### src/rtl/alu_rr_arbiter.sv
// rtl/alu_rr_arbiter.sv - round-robin arbiter/sequencer sharing one combinational multi-mode ALU
// Grants one requester at a time, registers its operands to the ALU and returns the result with its ID.
module alu_rr_arbiter #(
  parameter int N_REQ = 2,
  parameter int DW    = 4,
  parameter int RW    = 8,
  parameter int CW    = 16,
  localparam int IDW  = (N_REQ > 1) ? $clog2(N_REQ) : 1
) (
  input  logic                clk,
  input  logic                rst_n,
  input  logic [N_REQ-1:0]    req_valid,
  output logic [N_REQ-1:0]    req_ready,
  input  logic [N_REQ*DW-1:0] req_a,
  input  logic [N_REQ*DW-1:0] req_b,
  input  logic [N_REQ*2-1:0]  req_mode,
  output logic [DW-1:0]       alu_a,
  output logic [DW-1:0]       alu_b,
  output logic [1:0]          alu_mode,
  input  logic [RW-1:0]       alu_y,
  output logic                rsp_valid,
  input  logic                rsp_ready,
  output logic [RW-1:0]       rsp_y,
  output logic [IDW-1:0]      rsp_id,
  output logic                busy,
  output logic [CW-1:0]       op_count
);

  typedef enum logic [1:0] {IDLE, EXEC, RESP} state_t;

  state_t         state;
  logic [IDW-1:0] ptr;
  logic [IDW-1:0] grant_id;
  logic           grant_found;

  logic [DW-1:0]  a_arr    [N_REQ];
  logic [DW-1:0]  b_arr    [N_REQ];
  logic [1:0]     mode_arr [N_REQ];

  for (genvar i = 0; i < N_REQ; i++) begin : g_unpack
    assign a_arr[i]    = req_a[i*DW +: DW];
    assign b_arr[i]    = req_b[i*DW +: DW];
    assign mode_arr[i] = req_mode[i*2 +: 2];
  end

  // First loop finds the lowest valid index (wrap-around case); the second overrides it
  // with the lowest valid index above the pointer, giving ptr+1, ptr+2, ... order.
  always_comb begin
    grant_found = 1'b0;
    grant_id    = '0;
    for (int i = N_REQ - 1; i >= 0; i--) begin
      if (req_valid[i]) begin
        grant_found = 1'b1;
        grant_id    = IDW'(i);
      end
    end
    for (int i = N_REQ - 1; i >= 0; i--) begin
      if (req_valid[i] && (i > int'(ptr))) begin
        grant_id = IDW'(i);
      end
    end
  end

  always_comb begin
    req_ready = '0;
    if (rst_n && (state == IDLE) && grant_found) begin
      req_ready[grant_id] = 1'b1;
    end
  end

  assign busy = (state != IDLE);

  always_ff @(posedge clk or negedge rst_n) begin
    if (!rst_n) begin
      state     <= IDLE;
      ptr       <= IDW'(N_REQ - 1);
      alu_a     <= '0;
      alu_b     <= '0;
      alu_mode  <= '0;
      rsp_valid <= 1'b0;
      rsp_y     <= '0;
      rsp_id    <= '0;
      op_count  <= '0;
    end else begin
      case (state)
        IDLE: begin
          if (grant_found) begin
            alu_a    <= a_arr[grant_id];
            alu_b    <= b_arr[grant_id];
            alu_mode <= mode_arr[grant_id];
            rsp_id   <= grant_id;
            ptr      <= grant_id;
            state    <= EXEC;
          end
        end
        EXEC: begin
          rsp_y     <= alu_y;
          rsp_valid <= 1'b1;
          state     <= RESP;
        end
        RESP: begin
          if (rsp_ready) begin
            rsp_valid <= 1'b0;
            op_count  <= op_count + CW'(1);
            state     <= IDLE;
          end
        end
        default: state <= IDLE;
      endcase
    end
  end

endmodule

### config.mk
export PLATFORM = sky130hd
export DESIGN_NAME = alu_rr_arbiter
export DESIGN_NICKNAME = d
export VERILOG_FILES = /design/src/rtl/alu_rr_arbiter.sv
export SDC_FILE = /design/constraint.sdc
export NUM_CORES = 1
export LEC_CHECK = 0
export BUFFER_PORTS_ARGS = -buffer_cell sky130_fd_sc_hd__buf_2
export CORE_MARGIN = 2
export CORE_UTILIZATION = 51
export CTS_CLUSTER_SIZE = 10
export DETAILED_ROUTE_END_ITERATION = 8
export PLACE_DENSITY = 0.89
export SLEW_MARGIN = 25
export SYNTH_ARGS = -nofsm -noshare
export SYNTH_HDL_FRONTEND = slang
export SYNTH_SLANG_ARGS = --single-unit
export TNS_END_PERCENT = 30
### constraint.sdc
create_clock -name clk -period 3.7 [get_ports clk]
set_clock_uncertainty 0.1 [all_clocks]
set_input_delay 0 -clock clk [delete_from_list [all_inputs] [get_ports clk]]
set_output_delay 0 -clock clk [all_outputs]
set_load 0.01 [all_outputs]
# Word-level counts from Yosys, hierarchy flattened
# Index checks and enable logic that the tools add are counted.
# totals
ff_bits	39
latchBits	0
ram_bits	0
mem_bits_ro	0
in_bits	33
out_inout_bits	39
mem_count	0
# classes
addsub	1
mul	0
div_mod_pow	0
n_lt_le_gt_ge	4
n_eq_ne	4
n_shift	0
mux	21
n_bitwise	1
reduce_logical	11
# op_table
cell	count
two-way mux 4 bit	6
adder 16 x 1 -> 16 bit, second input constant	1
two-way mux 2 bit	6
AND reduction 2 bit	4
two-way mux 1 bit	6
case mux 2 bit (3 select lines)	1
logical AND 1 bit	4
inequality test 2 bit, second input constant	2
nonzero test 2 bit	2
== test 2 x 1 -> 1 bit, second input constant	1
== test 2 bit, second input constant	1
>= comparator 2 bit, second input constant	1
zero test 2 bit	1
less-than comparator 1 x 2 -> 1 bit, second input constant	1
inverter 1 -> 2 bit	1
case mux 1 bit (2 select lines)	1
demux 1 bit (select 1 bit)	1
>= comparator 1 bit, second input constant	1
> comparator 1 bit, first input constant	1

# Depth between registers and ports, before layout
# depth
ltp_word	8
ltp_mapped	5
depth_no_buf	4

# Worst setup path before layout
# No wires, ideal clock.
# synth_path
path_type	flip-flop to flip-flop
start	register state[0]
end	register op_count[14]
t_arrival_ns	1.304
required_time_ns	3.521
slack_ns	2.217
path_stages_with_launch	6
path_buffers	1
synth_period_minus_slack_ns	1.483
cell_sequence	dfrtp_1 and3b_1 buf_6 nand4_4 nor4_4 xor2_1
# synth_between
elab_chain_cells	2
# synth_lines
item	line_no	text
start, declared	31	state_t state;
start signal, assigned	75	state <= IDLE;
start signal, assigned	93	state <= EXEC;
start signal, assigned	99	state <= RESP;
== test 2 bit	85	case (state)
AND reduction 2 bit (no source line)	-	
end signal, assigned	104	op_count <= op_count + CW'(1);
end, declared	26	output logic [CW-1:0] op_count
# Every way passes these cells.
# A chain may end at the register's enable or synchronous reset.

# Worst setup path after layout
# layout_path
start	register state[1]
end	output req_ready[0]
# layout_between
elab_chain_cells	4
# layout_lines
item	line_no	text
zero test 2 bit	66	if (rst_n && (state == IDLE) && grant_found) begin
logical AND 1 bit (2 in a row)	66	
two-way mux 2 bit	66	
end, declared	13	output logic [N_REQ-1:0] req_ready,
# Every way passes these cells.

==> metrics.txt <==
Multi-input gate area 704 um2; largest net degree at the start of global routing 42; relative slew slack 0.433; Layout Cells excl Fill roughly 300; Worst Path Arrival 2.16 ns; final period utilization 0.611; flops & latches, synth 39; vias in the first global route 1669; Startpoint Class flop; Vias/cell 5.09; fin crit period 2.26 ns; sw frac 0.377; post-synth top area share 0.549; Port Buf Inserts 71; status finished clean; 1st-pass router iterations 4; share of layout cells above drive strength 1 0.373; Iter 0 DRT Violations 50; clock share of power 0.137; CTS Buffer Depth 2; DIE AREA slightly below 4000 um2; post-CTS setup buffer count 0; Adder-Cell Fraction of Synth Area 0.00723; final number of max-transition violations 0; routed via count 1517; dpl cell area 2110 um2; CP Capture Type output port; Worst-path clk slew 0.11 ns; Distinct cells, synth 32; clk sink count 39; Post-synth top flop dfrtp_1; Yosys warning count 0; RSZ-0062 raised after global routing no; Hold Vio Cnt, Final 0; post-route cell area 2480 um2; share of synthesized registers carrying an async set or reset 1.00; area delta synth->final 43.4%; final setup margin 1.44 ns; die height 62.3 um; NetSw a little under 0.6 mW; most frequent cell after synthesis dfrtp_1; total of max-cap violations 0; mux contribution to synthesized area 0.110; pwr/cell area 616 nW/um2; # rows 21; Reg power frac 0.450; largest family of logic cells by synthesized area simple AND/OR/NAND/NOR gates; setup TNS 0 ns; Int Pwr 0.952 mW; largest cells by area after synthesis dfrtp_1 55%, mux2i_1 5.8%, mux2_2 5.2%, xnor2_1 5.1%, a21oi_1 3.2%; fillers 226; Max Clock Freq 442 MHz; antenna violations before repair 0; Seq/Total Area, Yosys 0.564; XOR/XNOR share of the synthesized area 0.0759; Simple-Gate Fraction of Synth Area 0.160; cts bufs inserted 5; Skew-Pair Late Insertion Delay between 0.3 and 0.4 ns; HP Class in2reg; Synth Net Count 180; CTS tree yes; initial core utilization 0.523; synthesized area per cell 11.9 um2; grt total ovfl 0; Setup CP Type reg2out; Nets 285; routed wire length 4570 um; post-detail-place hpwl 2580 um; Die W between 60 and 70 um; # diodes 0; leakage power 1.24 nW; # hold bufs at CTS 32; Cells after Synth roughly 150; # placed instances 258; Routed Antenna Nets 0; core box area 3310 um2; Post-synth EDFFs 0; synth cell count leaders 38 x dfrtp_1, 13 x nor2_1, 11 x a21oi_1, 11 x nand2_1; WL/cell 15.3 um; Crit path required time approximately 3.6 ns; Storage cell area 977 um2; final setup violation count 0; Comb pwr share 0.413; GRT Util Overall 0.259; post_cts resized 0; Clock H-tree levels 2; Peak VDD IR 0.404 mV; Tightest Pin Transition 0.850 ns; root buf cell clkbuf_4; post-synthesis compound-gate area fraction 0.0535; Synth Cell Area between 1500 and 2000 um2; Top Ports between 70 and 80; placer's final routability congestion estimate 0.713; largest area contributor in the netlist dfrtp_1; first-pass GRT wire length 7580 um; crit-path max FO 23; worst slack at placement 1.91 ns; Remaining DRCs 0
-- power by group through the flow --
stage               Clock, mW  Combinational, mW  Sequential, mW
finish                  0.210              0.631           0.688
floorplan                   0              0.291           0.740
detailed placement          0              0.558           0.685
global placement            0              0.536           0.678
global route            0.228              0.686           0.709
CTS                     0.212              0.608           0.679
-- final cells by class --
class / instances / area share
tap: 46 / 0.0232
clock buffer: 7 / 0.0181
clock inverter: 1 / 0.00202
timing repair buffer: 103 / 0.272
inverter: 5 / 0.00756
sequential: 39 / 0.393
multi-input combinational: 97 / 0.284
-- registers in the layout (all words and copies together), names as in the netlist --
name and count:
state 2, ptr 1, rsp_id 1, alu_a 4, rsp_valid 1, alu_mode 2, alu_b 4, op_count 16
rsp_y 8
-- layout by cell type, fill, tap and decap left out, types with 5 or more instances in the layout --
master and instances:
xor2_1 5, a21oi_1 11, clkbuf_4 5, buf_2 71, dlygate4sd3_1 32, nor2_1 13
inv_1 5, xnor2_1 10, nand2_1 11, dfrtp_1 38, nor3_1 5, mux2i_1 10
mux2_2 8
-- logic make-up after synthesis --
logic type	Yosys count
simple gates	47
flops	39
mux	18
compound gates	16
xor+xnor	15
buf+inv	10
fa+ha+maj	1
-- final timing paths --
| kind | start | end | slack [ns] | cells past startpoint |
|---|---|---|---|---|
| setup / recovery | state[1] | req_ready[0] | 1.44 | 4 |
| hold / removal | req_valid[1] | rsp_id | 0.15 | 4 |
| setup reg to reg | ptr | alu_b[3] | 1.47 | 4 |
| hold reg to reg | op_count[15] | op_count[15] | 0.39 | 1 |
| max in group asynchronous | rst_n | alu_mode[1] | 2.78 | 2 |
| min in group asynchronous | rst_n | op_count[6] | 0.18 | 2 |
-- per-stage QoR --
stage / power (mW) / hold WS, ns / utilization
floorplan: 1.03 / -0.396 / -
global placement: 1.21 / 0.0701 / 0.638
detailed placement: 1.24 / 0.0624 / 0.638
CTS: 1.50 / 0.145 / 0.750
global route: 1.62 / 0.196 / 0.750
finish: 1.53 / 0.147 / 0.750
-- layer usage --
metal  GRT usage  share of wire  vias to the layer above
li1            -              -                      707
met4       0.131          0.042                        0
met1       0.248           0.35                      732
met5           0              0                        -
met2       0.489           0.55                       60
met3      0.0870          0.057                       18
-- worst max-delay path: stages, from the launching register on --
cell	delay (ns)
dfrtp_1	0.43
nor2_1	0.30
o21a_1	0.65
and3b_1	0.29
buf_2	0.15
Note: power is estimated with default switching activity, not from simulation.
